$ cat config.mk
export PLATFORM = sky130hd
export DESIGN_NAME = image_buffer
export DESIGN_NICKNAME = d
export VERILOG_FILES = /design/src/rtl/image_pkg.sv /design/src/rtl/window_select.sv /design/src/rtl/image_buffer.sv
export SDC_FILE = /design/constraint.sdc
export NUM_CORES = 1
export LEC_CHECK = 0
export BUFFER_PORTS_ARGS = -buffer_cell sky130_fd_sc_hd__buf_2
export CAP_MARGIN = 20
export CORE_MARGIN = 5
export CORE_UTILIZATION = 56
export CTS_CLUSTER_SIZE = 12
export DETAILED_ROUTE_END_ITERATION = 8
export HOLD_SLACK_MARGIN = 0.05
export PLACE_DENSITY = 0.9
export SETUP_SLACK_MARGIN = 0.1
export SLEW_MARGIN = 25
export SYNTH_ARGS = -nofsm -noshare
export SYNTH_HDL_FRONTEND = slang
export SYNTH_HIERARCHICAL = 1
export SYNTH_SLANG_ARGS = --single-unit
$ cat constraint.sdc
create_clock -name clk -period 2 [get_ports clk]
set_input_delay 0.2 -clock clk [delete_from_list [all_inputs] [get_ports clk]]
set_output_delay 0.2 -clock clk [all_outputs]
set_load 0.005 [all_outputs]
$ cat src/rtl/image_pkg.sv
// ============================================================================
// image_pkg : shared pixel, tile and window types for the image tile buffer
// Revision  : 1.0
// ============================================================================
`default_nettype none

package image_pkg;

  localparam int PIXEL_BITS = 4;
  localparam int TILE_DIM   = 4;
  localparam int WIN_DIM    = 3;

  typedef logic [PIXEL_BITS-1:0] pixel_t;
  typedef pixel_t [TILE_DIM-1:0][TILE_DIM-1:0] tile_t;
  typedef pixel_t [WIN_DIM-1:0][WIN_DIM-1:0]   window_t;

  localparam logic [1:0] POS_TL = 2'd0;
  localparam logic [1:0] POS_TR = 2'd1;
  localparam logic [1:0] POS_BL = 2'd2;
  localparam logic [1:0] POS_BR = 2'd3;

  // Raster order over a 2x2 grid of placements: bit 1 is the row, bit 0 the column.
  function automatic logic [1:0] pos_row_off(input logic [1:0] pos);
    return {1'b0, pos[1]};
  endfunction

  function automatic logic [1:0] pos_col_off(input logic [1:0] pos);
    return {1'b0, pos[0]};
  endfunction

endpackage

`default_nettype wire

$ cat src/rtl/window_select.sv
// ============================================================================
// window_select : combinational 3x3 window mux over the stored 4x4 tile
// Revision      : 1.0
// ============================================================================
`default_nettype none

module window_select
  import image_pkg::*;
(
  input  tile_t      tile,
  input  logic [1:0] pos,
  output window_t    window
);

  logic [1:0] row_off;
  logic [1:0] col_off;

  assign row_off = pos_row_off(pos);
  assign col_off = pos_col_off(pos);

  for (genvar r = 0; r < WIN_DIM; r++) begin : g_row
    for (genvar c = 0; c < WIN_DIM; c++) begin : g_col
      assign window[r][c] = tile[2'(r) + row_off][2'(c) + col_off];
    end
  end

endmodule

`default_nettype wire

$ cat src/rtl/image_buffer.sv
// ============================================================================
// image_buffer : 4x4 pixel tile store presenting a sliding 3x3 window
// Revision     : 1.0
// ============================================================================
`default_nettype none

module image_buffer
  import image_pkg::*;
(
  input  logic    clk,
  input  logic    n_rst,
  input  logic    load_enable,
  input  logic    calc_done,
  input  tile_t   input_pixels,
  output window_t output_pixels
);

  tile_t      tile;
  logic [1:0] pos;

  // A load restarts the walk at the top-left placement and overrides calc_done.
  always_ff @(posedge clk or negedge n_rst) begin
    if (!n_rst) begin
      tile <= '0;
      pos  <= POS_TL;
    end else if (load_enable) begin
      tile <= input_pixels;
      pos  <= POS_TL;
    end else if (calc_done) begin
      pos  <= pos + 2'd1;
    end
  end

  window_select u_window_select (
    .tile   (tile),
    .pos    (pos),
    .window (output_pixels)
  );

endmodule

`default_nettype wire

==> metrics.cfg, run 1 <==
[yosys]
ys_top_cells_by_area = dfrtp_1 (46%), mux4_2 (17%), mux2_4 (16%), mux2_2 (8.2%), mux4_1 (6.6%)
synth.distinct_cells = 14
ys_ff_latch = 66
synthesis.nets = 254
postSynthCellCount = 186
ys_warn_count = 6
synth_top_area_share_pct = 46.43
yosys.area.top_type = dfrtp_1
seq_area_frac_synth_pct = 46.43
avgSynthCellArea_um2 = 19.12
syn-cell-area_mm2 = 0.003557

[grt]
grtUsageTotal_pct = 20.30
grt_max_degree = 67
gr-total-overflow = 0
first_global_vias = 2455
antenna_found_initial = 0
grt_pass1_wl_um = 12850

[floorplan]
rows = 29
start_util_pct = 56.67
die_w_um = 89.70
ioPinCount = 104
core_mm2 = 0.006277
dieHeight_um = 89.70
die_area_mm2 = 0.008046

[routing]
dr.pass1.iters = 5
drtAntennaViolNets = 0
wl_per_cell_um = 20.29
wl_um = 7813
viasPerCell = 5.740
drc = 0
dr_total_vias = 2210
drtIter0Drc = 80

[final_layout]
layout.nets = 371
drive_gt1_share_pct = 76.30
antenna_cells = 0
instances_no_fill = 385
syn2layout_area_growth_pct = 25.11

[clock_tree]
cts_buffers = 9
cts_tree = done
clkSinkCount = 66
clk_latency_ns = 0.34
clock_path_buffers = 2
htree_levels = 3
root_buffer = clkbuf_8
path_clk_slew_ns = 0.07

[sta]
tns_ns = 0
fin_crit_sh_pct = 93.11
max_clock_freq_mhz = 537.0
period_needed_ns = 1.862
skew_ns = 0.002393
setup_viol = 0
hold_violations = 0
slew_violations = 0
slew_headroom_pct = 75.72
worstMarginPinSlew_ns = 0.3642
grt_setup_unrepaired = true

[status]
outcome = completed

[place]
portBuffers = 103
placedCellCount = 360
dpl.hpwl_um = 5590
gp_congestion = 0.7866

[power]
power_per_cell_area_mw_per_mm2 = 813.0
ir_drop_mv = 0.6233
p_leak_nw = 2.040

[setup_path]
cp.arrival_ns = 1.66
endpoint_kind = output port
worstSetupStartpointType = register
cp_max_fo = 8
crit_type = reg -> out
required_ns = 1.80

[run]
cap_violations = 0

[worst_hold_path]
worstHoldPathType = in -> reg

-- cells in the mapped netlist --
| cell | n |
|---|---|
| a21bo_2 | 1 |
| a21oi_1 | 1 |
| buf_12 | 2 |
| buf_2 | 2 |
| buf_4 | 3 |
| buf_6 | 8 |
| dfrtp_1 | 66 |
| mux2_2 | 26 |
| mux2_4 | 38 |
| mux4_1 | 9 |
| mux4_2 | 27 |
| nand3b_1 | 1 |
| nor2_1 | 1 |
| xnor2_1 | 1 |
-- through the flow --
| stage | total power, mW | util (%) | hold WS (ns) | cell area [um^2] | setup slack (ns) |
|---|---|---|---|---|---|
| global placement | 2.388 | 65.78 | 0.2388 | 4129 | 0.3838 |
| finish | 3.618 | 70.90 | 0.08218 | 4451 | 0.1378 |
| global route | 3.811 | 70.90 | 0.05180 | 4451 | 0.06641 |
| CTS | 3.637 | 70.32 | 0.06211 | 4414 | 0.09020 |
| floorplan | 2.105 | - | -0.09559 | 3557 | 0.5963 |
| detailed placement | 2.422 | 65.78 | 0.2597 | 4129 | 0.3447 |
-- state kept, by name, indices dropped and copies added, names as in the netlist --
register / flops
pos: 2
tile: 64
-- final timing paths --
| path | slack [ns] | startpoint | to | cells past startpoint |
|---|---|---|---|---|
| setup / recovery | 0.14 | pos[0] | output_pixels[27] | 3 |
| hold / removal | 0.08 | input_pixels[53] | tile[53] | 2 |
| setup reg to reg | 0.93 | pos[0] | pos[0] | 4 |
| hold reg to reg | 0.51 | tile[50] | tile[50] | 1 |
| max in group asynchronous | 1.27 | n_rst | pos[0] | 3 |
| min in group asynchronous | 0.43 | n_rst | tile[39] | 3 |
-- cell usage in the layout (no fill, tap or decap), drive strengths merged --
master / n
mux2: 64
nand3b: 1
buf: 119
dfrtp: 66
mux4: 36
nor2: 1
clkbuf: 11
bufbuf: 1
clkinvlp: 3
inv: 1
bufinv: 1
xnor2: 1
a21bo: 1
dlygate4sd3: 1
a21oi: 1
-- report_power, final --
group | leakage, nW | switching, mW | internal [mW]
sequential | 0.772 | 0.130 | 1.47
combinational | 1.17 | 0.286 | 0.557
clock | 0.0982 | 0.529 | 0.648
-- critical path, cell delays in order (launching register included) --
cell     delay (ns)
dfrtp_2        0.45
buf_6          0.17
mux4_1         0.56
buf_2          0.15
-- metal layers --
layer	GRT usage [%]	vias up	wire [um]	part of all wire (%)
met4	5.668	0	87	1.1
met1	26.79	1149	3200	41
li1	-	966	-	-
met3	7.179	10	496	6.3
met5	0	-	0	0
met2	31.95	85	4028	52
-- layout make-up --
type | instances | area [um^2]
flip-flops and latches | 66 | 1654
well taps | 77 | 96.34
fillers | 434 | 1827
repair buffers | 121 | 763.2
clock buffers | 11 | 151.4
clock inverters | 5 | 61.31
multi-input cells | 105 | 1724
-- timing repair --
item	CTS	global route
setup buffers	3	4
hold buffers	1	0
hold endpoints to repair	66	0
cloned	1	0
endpoints found under the setup margin	32	23
gates resized for setup	2	11
-- cells by family (layout without fill, tap and decap cells) --
| kind of cell | Yosys count | in the layout | share of synthesized area [%] |
|---|---|---|---|
| compound gates | 2 | 2 | 0.4220 |
| mux | 100 | 100 | 48.01 |
| buf+inv | 15 | 137 | 4.573 |
| xor+xnor | 1 | 1 | 0.2463 |
| simple gates | 2 | 2 | 0.3165 |
| flops | 66 | 66 | 46.43 |
Note: power is estimated with default switching activity, not from simulation.
==> inputs of run 2 (changes only) <==
- PLACE_DENSITY: 0.9 -> 0.91
==> run 2 against run 1 <==
  * Clock power decreased by 8%
  * Die area is the same
  * Count of clock-buffer cells in the layout grew 1
  * Largest power group unchanged
  * Highest routed layer unchanged
==> metrics.cfg, run 2 (same netlist as run 1, synthesis figures left out) <==
[floorplan]
start_util_pct = 56.67
core_mm2 = 0.006277
rows = 29
ioPinCount = 104
die_w_um = 89.70
dieHeight_um = 89.70
die_area_mm2 = 0.008046

[sta]
period_needed_ns = 1.913
setup_ws_ns = 0.08695
skew_ns = 0.0002746
grt_setup_unrepaired = true
fin_crit_sh_pct = 95.65
setup_viol = 0
worstMarginPinSlew_ns = 0.5035
hold_violations = 0
slew_violations = 0
slew_headroom_pct = 66.43
tns_ns = 0
max_clock_freq_mhz = 522.7

[routing]
drtIter0Drc = 77
drtAntennaViolNets = 0
wl_per_cell_um = 20.42
dr.pass1.iters = 4
dr_total_vias = 2190
drc = 0
wl_um = 7761
viasPerCell = 5.763

[final_layout]
post-route-util_pct = 70.40
reg.largest.list = tile x64, pos x2
instances_no_fill = 380
antenna_cells = 0
multi_input_area_mm2 = 0.001743
layout.nets = 368
final_common_cell = buf_2
largest-register = tile
n_fill_cell = 415
largest_reg_flops = 64
layout_common_cells = buf_2 (102), dfrtp_1 (64), mux2_4 (38), mux4_2 (27), mux2_2 (26)
drive_gt1_share_pct = 73.93
regArea_mm2 = 0.001654
syn2layout_area_growth_pct = 24.23

[worst_hold_path]
worstHoldPathType = in -> reg
holdPathStages = 2
hold_end = tile[11]
holdCritStartpoint = input_pixels[11]

[setup_path]
crit_type = reg -> out
cp_max_fo = 11
endpoint_kind = output port
worstSetupStartpointType = register
rrSetupSlack_ns = 0.96
required_ns = 1.80
r2r_end = pos[1]
reg2reg_depth = 3
reg2reg_from = pos[0]
cp.arrival_ns = 1.71

[grt]
antenna_found_initial = 0
grt_max_degree = 46
grt_pass1_wl_um = 12460
first_global_vias = 2398
grtUsageTotal_pct = 19.68
gr-total-overflow = 0

[power]
power_per_cell_area_mw_per_mm2 = 798.0
power_mw = 3.527
ir_drop_mv = 0.4785
power_frac_clock_pct = 31.0
power.switching_mw = 0.8779
p_leak_nw = 2.038
power_frac_comb_pct = 23.6
power_frac_seq_pct = 45.4
sw_frac_of_total_pct = 24.89
p_int_mw = 2.649

[clock_tree]
path_clk_slew_ns = 0.07
cts_buffers = 9
cts_tree = done
clk_latency_ns = 0.32
clkSinkCount = 66
htree_levels = 3
root_buffer = clkbuf_8
clock_path_buffers = 2

[place]
placedCellCount = 359
dpl.hpwl_um = 5509
place_ws_ns = 0.4223
gp_congestion = 0.7632
portBuffers = 103

[status]
outcome = completed

[run]
cap_violations = 0

## run 2: changes by cell type in the layout (fill, tap and decap cells not counted)
cell	previous run	this run
buf_6	6	2
clkbuf_1	0	1
buf_8	1	0
clkinvlp_4	3	1
mux4_1	4	9
buf_2	101	102
mux4_2	32	27
inv_6	1	0
clkbuf_16	0	1
## run 2: layer usage
| metal | GRT usage [%] | up-vias | part of all wire [%] |
|---|---|---|---|
| met5 | 0 | - | 0 |
| met4 | 9.194 | 0 | 2.2 |
| met3 | 3.840 | 14 | 4.4 |
| met2 | 29.70 | 68 | 50 |
| met1 | 27.60 | 1128 | 43 |
| li1 | - | 980 | - |
## run 2: final cells by class
cell class,count,area share (%)
Clock inverter,2,0.8494
Clock buffer,12,3.511
Timing Repair Buffer,118,16.59
Sequential cell,66,37.43
Multi-Input combinational cell,105,39.44
Tap cell,77,2.180
## run 2: worst max-delay path, cell delays in order (launching register included)
cell	delay, ns
dfrtp_2	0.44
bufbuf_16	0.31
mux4_2	0.49
buf_2	0.14
## run 2: what timing repair did
action | 4_1_cts | 5_1_grt
buffers inserted | 1 | 3
gates resized for setup | 1 | 1
hold buffers | 1 | 0
setup endpoints to repair | 6 | 19
hold endpoints to repair | 21 | 0
gates cloned | 1 | 1
pin swaps | 0 | 0
## run 2: worst max-delay path by stage
| stage | end | from | cells after the start |
|---|---|---|---|
| 3_3_place_gp | output_pixels[33] | pos[0] | 3 |
| 5_1_grt | output_pixels[17] | pos[0] | 3 |
| 4_1_cts | output_pixels[17] | pos[0] | 3 |
| 3_5_place_dp | output_pixels[27] | pos[0] | 3 |
| 2_1_floorplan | output_pixels[13] | pos[0] | 3 |
| 6_report | output_pixels[17] | pos[0] | 3 |
## run 2: power groups by stage
stage | clock network (mW) | logic, mW | registers (mW)
global placement | 0 | 0.785 | 1.60
global route | 1.18 | 0.891 | 1.62
detailed placement | 0 | 0.798 | 1.62
CTS | 1.12 | 0.828 | 1.60
floorplan | 0 | 0.544 | 1.56
finish | 1.09 | 0.832 | 1.60
## run 2: per-stage QoR
step | hold slack, ns | cell area (um^2)
3_5_place_dp | 0.1909 | 4121
5_1_grt | 0.08949 | 4419
4_1_cts | 0.08604 | 4368
6_report | 0.1008 | 4419
3_3_place_gp | 0.1898 | 4121
2_1_floorplan | -0.09559 | 3557
